<file path="config.mk">
export PLATFORM = sky130hd
export DESIGN_NAME = tlc_phase_ctrl
export DESIGN_NICKNAME = d
export VERILOG_FILES = /design/src/rtl/tlc_pkg.sv /design/src/rtl/tlc_phase_timer.sv /design/src/rtl/tlc_phase_ctrl.sv
export SDC_FILE = /design/constraint.sdc
export NUM_CORES = 1
export LEC_CHECK = 0
export CAP_MARGIN = 5
export CORE_ASPECT_RATIO = 1.5
export CORE_MARGIN = 2
export CORE_UTILIZATION = 47
export CTS_BUF_LIST = sky130_fd_sc_hd__clkbuf_8 sky130_fd_sc_hd__clkbuf_16
export DETAILED_ROUTE_END_ITERATION = 8
export GPL_ROUTABILITY_DRIVEN = 0
export PLACE_DENSITY_LB_ADDON = 0.2
export SETUP_SLACK_MARGIN = 0.02
export SYNTH_ARGS = -nofsm -noshare
export SYNTH_HDL_FRONTEND = slang
export SYNTH_HIERARCHICAL = 1
export SYNTH_SLANG_ARGS = --single-unit
</file>
<file path="constraint.sdc">
create_clock -name clk -period 4.83 [get_ports clk]
set_input_delay 1.2075 -clock clk [delete_from_list [all_inputs] [get_ports clk]]
set_output_delay 1.2075 -clock clk [all_outputs]
set_load 0.02 [all_outputs]
</file>
<file path="src/rtl/tlc_pkg.sv">
// Shared types for the junction phase controller: state encoding, lamp codes and lamp decode.
package tlc_pkg;

  typedef enum logic [3:0] {
    MAIN_GRN = 4'd0,
    M2_YEL   = 4'd1,
    MT_GRN   = 4'd2,
    M1MT_YEL = 4'd3,
    ALLRED1  = 4'd4,
    SIDE_GRN = 4'd5,
    SIDE_YEL = 4'd6,
    ALLRED2  = 4'd7,
    FLASH    = 4'd8
  } state_t;

  localparam logic [2:0] LT_RED = 3'b100;
  localparam logic [2:0] LT_YEL = 3'b010;
  localparam logic [2:0] LT_GRN = 3'b001;
  localparam logic [2:0] LT_OFF = 3'b000;

  typedef struct packed {
    logic [2:0] m1;
    logic [2:0] m2;
    logic [2:0] mt;
    logic [2:0] s;
  } lights_t;

  // Anything not explicitly lit stays red, so an unknown encoding never blanks the junction.
  function automatic lights_t decode_lights(state_t st, logic blink);
    lights_t l;
    l = '{m1: LT_RED, m2: LT_RED, mt: LT_RED, s: LT_RED};
    case (st)
      MAIN_GRN: begin l.m1 = LT_GRN; l.m2 = LT_GRN; end
      M2_YEL:   begin l.m1 = LT_GRN; l.m2 = LT_YEL; end
      MT_GRN:   begin l.m1 = LT_GRN; l.mt = LT_GRN; end
      M1MT_YEL: begin l.m1 = LT_YEL; l.mt = LT_YEL; end
      SIDE_GRN: l.s = LT_GRN;
      SIDE_YEL: l.s = LT_YEL;
      FLASH: begin
        l.m1 = blink ? LT_YEL : LT_OFF;
        l.m2 = blink ? LT_YEL : LT_OFF;
        l.mt = blink ? LT_RED : LT_OFF;
        l.s  = blink ? LT_RED : LT_OFF;
      end
      default: ;
    endcase
    return l;
  endfunction

endpackage

</file>
<file path="src/rtl/tlc_phase_timer.sv">
// Tick counter for one phase; done fires on the tick that completes the phase.
module tlc_phase_timer #(
  parameter int unsigned CNT_W = 8
) (
  input  logic             clk,
  input  logic             rst_n,
  input  logic             tick,
  input  logic             clr,
  input  logic [CNT_W-1:0] limit,
  output logic             done
);

  logic [CNT_W-1:0] cnt;

  assign done = tick && (cnt == (limit - CNT_W'(1)));

  always_ff @(posedge clk or negedge rst_n) begin
    if (!rst_n) begin
      cnt <= '0;
    end else if (clr || done) begin
      cnt <= '0;
    end else if (tick) begin
      cnt <= cnt + CNT_W'(1);
    end
  end

endmodule

</file>
<file path="src/rtl/tlc_phase_ctrl.sv">
// Four-approach junction phase sequencer with demand-driven side phase, pedestrian walk and night flash.
module tlc_phase_ctrl
  import tlc_pkg::*;
#(
  parameter int unsigned CNT_W      = 8,
  parameter int unsigned T_MAIN_GRN = 7,
  parameter int unsigned T_MT_GRN   = 5,
  parameter int unsigned T_SIDE_GRN = 3,
  parameter int unsigned T_PED_EXT  = 2,
  parameter int unsigned T_YEL      = 2,
  parameter int unsigned T_ALLRED   = 1,
  parameter int unsigned SIDE_SKIP  = 1
) (
  input  logic       clk,
  input  logic       rst_n,
  input  logic       tick,
  input  logic       flash_en,
  input  logic       side_req,
  input  logic       ped_req,
  output logic [2:0] light_M1,
  output logic [2:0] light_M2,
  output logic [2:0] light_MT,
  output logic [2:0] light_S,
  output logic       ped_walk,
  output logic [3:0] state_o
);

  localparam logic [CNT_W-1:0] LIM_MAIN   = CNT_W'(T_MAIN_GRN);
  localparam logic [CNT_W-1:0] LIM_MT     = CNT_W'(T_MT_GRN);
  localparam logic [CNT_W-1:0] LIM_SIDE   = CNT_W'(T_SIDE_GRN);
  localparam logic [CNT_W-1:0] LIM_PED    = CNT_W'(T_SIDE_GRN + T_PED_EXT);
  localparam logic [CNT_W-1:0] LIM_YEL    = CNT_W'(T_YEL);
  localparam logic [CNT_W-1:0] LIM_ALLRED = CNT_W'(T_ALLRED);
  localparam logic             SKIP_EN    = (SIDE_SKIP != 32'd0);

  state_t           state, state_nxt;
  logic             side_pend, side_pend_nxt;
  logic             ped_pend, ped_pend_nxt;
  logic             ped_srv, ped_srv_nxt;
  logic             blink, blink_nxt;
  logic [CNT_W-1:0] limit;
  logic             clr;
  logic             done;
  lights_t          lights_nxt;

  tlc_phase_timer #(.CNT_W(CNT_W)) u_timer (
    .clk   (clk),
    .rst_n (rst_n),
    .tick  (tick),
    .clr   (clr),
    .limit (limit),
    .done  (done)
  );

  // Next-state, demand latching and phase-length selection.
  always_comb begin
    state_nxt     = state;
    side_pend_nxt = side_pend | side_req;
    ped_pend_nxt  = ped_pend | ped_req;
    ped_srv_nxt   = ped_srv;
    blink_nxt     = blink;
    limit         = LIM_ALLRED;
    clr           = 1'b0;
    case (state)
      MAIN_GRN: begin
        limit = LIM_MAIN;
        if (done) state_nxt = M2_YEL;
      end
      M2_YEL: begin
        limit = LIM_YEL;
        if (done) state_nxt = MT_GRN;
      end
      MT_GRN: begin
        limit = LIM_MT;
        if (done) state_nxt = M1MT_YEL;
      end
      M1MT_YEL: begin
        limit = LIM_YEL;
        if (done) state_nxt = ALLRED1;
      end
      ALLRED1: begin
        limit = LIM_ALLRED;
        if (done) begin
          if (!SKIP_EN || side_pend || ped_pend) begin
            // A request arriving on this very edge re-arms its latch for the next cycle.
            state_nxt     = SIDE_GRN;
            ped_srv_nxt   = ped_pend;
            side_pend_nxt = side_req;
            ped_pend_nxt  = ped_req;
          end else begin
            state_nxt = MAIN_GRN;
          end
        end
      end
      SIDE_GRN: begin
        limit = ped_srv ? LIM_PED : LIM_SIDE;
        if (done) begin
          state_nxt   = SIDE_YEL;
          ped_srv_nxt = 1'b0;
        end
      end
      SIDE_YEL: begin
        limit = LIM_YEL;
        if (done) state_nxt = ALLRED2;
      end
      ALLRED2: begin
        limit = LIM_ALLRED;
        if (done) begin
          if (flash_en) begin
            state_nxt = FLASH;
            blink_nxt = 1'b1;
          end else begin
            state_nxt = MAIN_GRN;
          end
        end
      end
      FLASH: begin
        clr = 1'b1;
        if (tick) begin
          blink_nxt = ~blink;
          if (!flash_en) state_nxt = ALLRED2;
        end
      end
      default: begin
        clr       = 1'b1;
        state_nxt = ALLRED2;
      end
    endcase
  end

  assign lights_nxt = decode_lights(state_nxt, blink_nxt);

  // Outputs are registered from the next-state decode so they move on the same edge as the state.
  always_ff @(posedge clk or negedge rst_n) begin
    if (!rst_n) begin
      state     <= ALLRED2;
      side_pend <= 1'b0;
      ped_pend  <= 1'b0;
      ped_srv   <= 1'b0;
      blink     <= 1'b1;
      light_M1  <= LT_RED;
      light_M2  <= LT_RED;
      light_MT  <= LT_RED;
      light_S   <= LT_RED;
      ped_walk  <= 1'b0;
      state_o   <= 4'(ALLRED2);
    end else begin
      state     <= state_nxt;
      side_pend <= side_pend_nxt;
      ped_pend  <= ped_pend_nxt;
      ped_srv   <= ped_srv_nxt;
      blink     <= blink_nxt;
      light_M1  <= lights_nxt.m1;
      light_M2  <= lights_nxt.m2;
      light_MT  <= lights_nxt.mt;
      light_S   <= lights_nxt.s;
      ped_walk  <= (state_nxt == SIDE_GRN) && ped_srv_nxt;
      state_o   <= 4'(state_nxt);
    end
  end

endmodule

</file>
==> reports/summary.txt, run 1 <==
Sw Pwr = 0.202 mW
Final WL = 3630 microns
Switching fraction of total power = 28.2%
Mapped Cells = 179
Num ports = 23
Hold Fails Final Rpt = 0
Worst slew pin tran = 0.540 ns
Area contributors post-synth = dfrtp_1 (30%), dfstp_2 (12%), xnor2_1 (5.4%)
Leakage power = 0.879 nW
Gr usage total = 20.0%
Top-area cell type share of the netlist area = 29.7%
DIE HEIGHT = 79.1 microns
Layout area overhead = 23.8%
Share of layout cells above drive strength 1 = 14.8%
Htree depth = 2
DR vias = 1406
Vias/cell = 5.43
WP data arrival = 4.24 ns
Core area = 0.00365 sq mm
Clock group share of total power = 35.5%
Main flop type after synthesis = dfrtp_1
Chip Width = 54.1 microns
Diode count = 0
Fin Setup TNS = 0 ns
Row count = 27
Starting Density = 48.5%
Syn_area_per_cell = 9.88 sq um
#FFs+latches synth = 29
Num CTS Buffers = 5
Crit path required time = 5.03 ns
Remaining DRCs = 0
Max Buffers Root-to-Sink = 2
PwrDens = 326 mW/mm^2
Initial DRT Pass Iterations = 4
# setup viols final = 0
Iter 0 DRT Violations = 32
Seq/Total Area, Yosys = 41.6%
Layout Skew = 0.00712 ns
Hold depth = 1
Top cell type by total area after synthesis = dfrtp_1
Global-route wire length before repair = 6270 microns
Yosys warning total = 6
Power Internal = 0.513 mW
Port bufs = 22
Minimum clock period = 4.04 ns
Worst VDD drop = 0.231 mV
# resized after CTS = 0
Status = finished clean
Antenna violations before repair = 0
Worst slew margin = 63.9%
Most frequent cell after synthesis = dfrtp_1
Setup crit end kind = flop
Layout net count = 223
Detail Route Antenna Nets = 0
Number of synthesized flops with an enable pin = 0
Critical path class = flop to flop
Clk_lat worst skew = 0.28 ns
HPWL after detailed placement = 2720 microns
Setup Buffers After CTS = 0
GRT overflow = 0
TritonCTS clock tree = done
Post-CTS Hold Fix Bufs = 0
Synth unique cells = 54
Tcrit/Tclk final = 83.6%
Number of max-cap violations = 0
Seq pwr share = 44.3%
Clock Sinks = 29
Synthesized area = 0.00177 sq mm
Async SR Flop Fraction = 100%
Vias in the first global route = 1366
Root Driver = clkbuf_8
Unrepaired setup endpoints after global routing = false
Max Fclk = 248 MHz
Largest net degree at the start of global routing = 30
Core Util, Final = 60.0%
Slew Limit Fails = 0
Logic pwr share = 20.2%
Clock Pin Slew Worst Setup and Hold Paths = 0.06 ns
Synth top cells by count = dfrtp_1 (21), nand2_1 (14), nor2_1 (12)
CP max FO = 17
Reg2reg path depth = 16
Minimum hold slack = 0.535 ns
HP Class = flop to flop
Per-cell routed wire length = 14.0 microns
Crit start category = flop
Full die area = 0.00428 sq mm
==> stage by stage <==
stage,cells,power [mW],instance area (sq um),worst slack (ns)
floorplan,193,0.427,1820,0.952
global placement,251,0.457,2070,0.823
detailed placement,251,0.465,2070,0.731
CTS,259,0.723,2190,0.766
global route,259,0.752,2190,0.461
finish,259,0.715,2190,0.792
==> area by class of cell <==
class / count / area [sq um]
fill: 339 / 1460
multi-input combinational: 148 / 1020
sequential: 29 / 736
timing repair buffer: 24 / 235
clock buffer: 6 / 82.6
tap: 43 / 53.8
clock inverter: 2 / 33.8
inverter: 7 / 26.3
==> final timing paths <==
check                                from           to  slack (ns)
worst max-delay path             state[2]  light_MT[0]        0.79
worst min-delay path            side_pend    side_pend        0.54
worst max register to register   state[2]  light_MT[0]        0.79
worst min register to register  side_pend    side_pend        0.54
max in group asynchronous           rst_n  light_M2[2]        3.21
min in group asynchronous           rst_n   light_S[0]        1.31
==> layer usage <==
metal,vias to the layer above,track usage (%),routed length [microns]
met2,21,34.8,2060
met4,0,8.25,70
met1,691,23.1,1400
met3,7,3.76,102
li1,687,-,-
met5,-,0,0
==> power groups by stage <==
stage                     Clock, mW  Sequential (mW)  Combinational (mW)
after floorplan                   0            0.309               0.118
after global placement            0            0.317               0.140
after detailed placement          0            0.320               0.144
after CTS                     0.262            0.316               0.146
after global routing          0.269            0.321               0.161
final                         0.254            0.317               0.144
==> cell families after synthesis <==
group	count (synthesis)	synth area share, %
AOI/OAI and AO/OA	45	20.2
xor gates and xnor gates	18	8.91
muxes	1	0.566
adders and majority gates	2	1.41
DFF	29	41.6
buffers and inverters	16	3.54
other	1	0.212
and+or+nand+nor	67	23.6
==> sequential cells by signal, indices dropped and copies added (netlist names), 3 cells and up <==
name         flops
u_timer/cnt      8
state            4
light_M1         3
light_M2         3
light_MT         3
light_S          3
==> worst max-delay path: stages, from the launching register on <==
cell       delay [ns]
dfstp_2          0.69
nand3b_1         0.13
o21ai_0          0.09
a21oi_1          0.06
nor2_1           0.27
inv_1            0.08
ha_1             0.28
xnor2_1          0.18
a21oi_1          0.16
o2111ai_1        0.18
nor4_4           0.40
and2_1           0.31
or3b_4           0.44
a31oi_4          0.19
o22ai_4          0.13
or2_4            0.27
nor3_2           0.11
==> cell usage in the layout, fill, tap and decap left out, drive strengths merged, types with 2 or more instances in the layout <==
cell | Yosys | layout
nand4 | 4 | 4
nor2b | 6 | 6
buf | 3 | 2
nor4 | 3 | 3
clkbuf | 6 | 6
xor2 | 7 | 7
a21oi | 7 | 7
nand2b | 4 | 4
or2 | 2 | 2
xnor2 | 11 | 11
and2 | 2 | 2
nand2 | 14 | 14
nor3 | 6 | 6
o21ai | 7 | 7
dfrtp | 21 | 21
o22ai | 4 | 4
a211oi | 9 | 9
ha | 2 | 2
clkdlybuf4s50 | 0 | 22
dfstp | 8 | 8
and3 | 4 | 4
inv | 7 | 8
conb | 1 | 15
nor2 | 13 | 13
a21o | 4 | 4
o21bai | 2 | 2
a211o | 2 | 2
No activity file was read; power rests on OpenSTA's default activity.
==> run 2: changes to the inputs <==
clock period = 3.5 ns   (was 4.83 ns; I/O delays follow)
==> run 2 against run 1 <==
  * Global-route usage grew 2.4 points
  * Cell count grew 6.2%
  * Routed wire length grew 16%
  * Combinational power grew 53%
  * Sequential power grew 39%
  * Largest cell class unchanged
  * Largest power group unchanged
  * Sequential share of layout area shrank 2.7 points
  * Critical endpoint is now ped_walk
  * Power grew 42%
==> reports/summary.txt, run 2 (same netlist as run 1, synthesis figures left out) <==
Grt met2 use = 39.8% (was 34.8%)
Switching fraction of total power = 29.5% (was 28.2%)
Detail Route Antenna Nets = 0 (unchanged)
Commonest non-fill, non-tap cells in the layout = clkdlybuf4s50_1 (22), dfrtp_1 (21), buf_4 (16) (was clkdlybuf4s50_1 (22), dfrtp_1 (21), conb_1 (15))
Minimum clock period = 3.30 ns (was 4.04 ns)
Met3 usage = 4.32% (was 3.76%)
DR vias = 1497 (was 1406)
CP max FO = 7 (was 17)
Clk_lat worst skew = 0.28 ns (about the same)
Core Util, Final = 65.4% (was 60.0%)
Core area = 0.00365 sq mm (unchanged)
Antenna violations before repair = 0 (unchanged)
HPWL after detailed placement = 2990 microns (was 2720 microns)
Initial DRT Pass Iterations = 4 (unchanged)
Root Driver = clkbuf_8 (unchanged)
Port bufs = 22 (unchanged)
Crit start category = flop (unchanged)
Max reg flops = 8 (unchanged)
Unrepaired setup endpoints after global routing = false (unchanged)
Layout area overhead = 34.8% (was 23.8%)
Clock group share of total power = 35.1% (was 35.5%)
Largest regs = u_timer/cnt (8), state (4) (unchanged)
GRT overflow = 0 (unchanged)
Max Fclk = 303 MHz (was 248 MHz)
Clock Sinks = 29 (unchanged)
PwrDens = 426 mW/mm^2 (was 326 mW/mm^2)
Fin Setup TNS = 0 ns (unchanged)
Seq pwr share = 43.3% (was 44.3%)
Layout Skew = 0.00546 ns (was 0.00712 ns)
Status = finished clean (unchanged)
Most common cell on crit path = a21oi_2 (was a21oi_1)
Num CTS Buffers = 5 (unchanged)
# setup viols final = 0 (unchanged)
Chip Width = 54.1 microns (unchanged)
Global-route wire length before repair = 7020 microns (was 6270 microns)
Diode count = 0 (unchanged)
WP data arrival = 3.47 ns (was 4.24 ns)
Hold depth = 1 (unchanged)
Per-cell routed wire length = 15.4 microns (was 14.0 microns)
Row count = 27 (unchanged)
Remaining DRCs = 0 (unchanged)
Setup crit end kind = flop (unchanged)
Final WL = 4230 microns (was 3630 microns)
Reg2reg path depth = 16 (unchanged)
Most flops, register = u_timer/cnt (unchanged)
Most common cell after layout, fill and taps aside = clkdlybuf4s50_1 (unchanged)
HP Class = flop to flop (unchanged)
Power Internal = 0.717 mW (was 0.513 mW)
Tcrit/Tclk final = 94.3% (was 83.6%)
TritonCTS clock tree = done (unchanged)
Htree depth = 2 (unchanged)
Slew Limit Fails = 0 (unchanged)
Largest net degree at the start of global routing = 30 (unchanged)
Max Buffers Root-to-Sink = 2 (unchanged)
Vias/cell = 5.44 (was 5.43)
Share of layout cells above drive strength 1 = 24.6% (was 14.8%)
Full die area = 0.00428 sq mm (unchanged)
Sw Pwr = 0.300 mW (was 0.202 mW)
Crit path required time = 3.67 ns (was 5.03 ns)
Layer with the highest usage = met2 (unchanged)
Crit path cell chain = nand3b_1 -> o21ai_2 -> a21oi_2 -> nor2_2 -> inv_1 -> ha_4 -> xnor2_1 -> a21oi_2 -> o2111ai_2 -> nor4_4 -> and2_4 -> or3b_4 -> a31oi_4 -> o22ai_4 -> and3_1 -> and2_1 (was nand3b_1 -> o21ai_0 -> a21oi_1 -> nor2_1 -> inv_1 -> ha_1 -> xnor2_1 -> a21oi_1 -> o2111ai_1 -> nor4_4 -> and2_1 -> or3b_4 -> a31oi_4 -> o22ai_4 -> or2_4 -> nor3_2)
Hold Fails Final Rpt = 0 (unchanged)
Num ports = 23 (unchanged)
Gr usage total = 22.3% (was 20.0%)
Starting Density = 48.5% (unchanged)
Iter 0 DRT Violations = 28 (was 32)
Vias in the first global route = 1527 (was 1366)
Critical path class = flop to flop (unchanged)
Logic pwr share = 21.6% (was 20.2%)
DIE HEIGHT = 79.1 microns (unchanged)
Number of max-cap violations = 0 (unchanged)
Worst path max stage delay = 0.59 ns (was 0.69 ns)
M1 GR Usage = 25.7% (was 23.1%)
Layout net count = 239 (was 223)
Crit-path slowest cell = dfstp_2 (unchanged)
Worst VDD drop = 0.316 mV (was 0.231 mV)
Leakage power = 0.972 nW (was 0.879 nW)
Clock Pin Slew Worst Setup and Hold Paths = 0.06 ns (about the same)
[run 2: changes by cell type in the layout (fill, tap and decap cells not counted), moves of 2 or more]
cell | previous run | this run
a21oi_1 | 7 | 4
buf_6 | 0 | 2
buf_4 | 2 | 16
a21oi_2 | 0 | 3
[run 2: power groups by stage]
stage	sequential (mW)	combinational, mW	clock [mW]
after floorplan	0.429	0.170	0
after global placement	0.445	0.207	0
after detailed placement	0.445	0.213	0
after CTS	0.440	0.218	0.363
after global routing	0.446	0.243	0.377
final	0.440	0.220	0.357
[run 2: cell type report]
class	count	area, sq um
clock buffers	6	82.6
clock inverters	2	33.8
fillers	300	1260
inverters	7	26.3
multi-input cells	148	1090
flip-flops and latches	29	736
well taps	43	53.8
repair buffers	40	363
[run 2: timing repair]
action | in CTS | in global routing
setup buffers | 3 | 1
hold buffers | 0 | 0
hold endpoints to repair | 0 | 0
resized for setup | 0 | 8
endpoints found under the setup margin | 3 | 11
pin swaps | 2 | 4
[run 2: per-layer routing]
metal  part of all wire (%)  wire [microns]
met3                    3.5             148
met5                      0               0
met4                    1.3              55
met2                     56            2380
met1                     39            1640
[run 2: critical path: cells and delay by family, from the launching register on]
family	cells	cell delay [ns]
AOI/OAI and AO/OA	6	0.71
xor gates and xnor gates	1	0.13
adders and majority gates	1	0.24
buffers and inverters	1	0.09
DFF	1	0.59
and+or+nand+nor	7	1.42
[run 2: metrics by stage]
step | hold slack [ns] | cells | setup slack (ns) | power [mW] | instance area (sq um)
6_report | 0.536 | 275 | 0.198 | 1.02 | 2380
5_1_grt | 0.570 | 275 | 0.000229 | 1.07 | 2380
4_1_cts | 0.535 | 274 | 0.0376 | 1.02 | 2340
3_5_place_dp | 0.518 | 263 | 0.0152 | 0.658 | 2200
3_3_place_gp | 0.533 | 263 | 0.111 | 0.652 | 2200
2_1_floorplan | 0.477 | 193 | -0.279 | 0.598 | 1880
[run 2: worst paths after layout]
path                                start             end  slack (ns)
worst min-delay path            side_pend       side_pend        0.54
min in group asynchronous           rst_n  u_timer/cnt[2]        0.97
max in group asynchronous           rst_n        state[0]        2.21
worst max-delay path             state[2]        ped_walk        0.20
worst max register to register   state[2]        ped_walk        0.20
worst min register to register  side_pend       side_pend        0.54
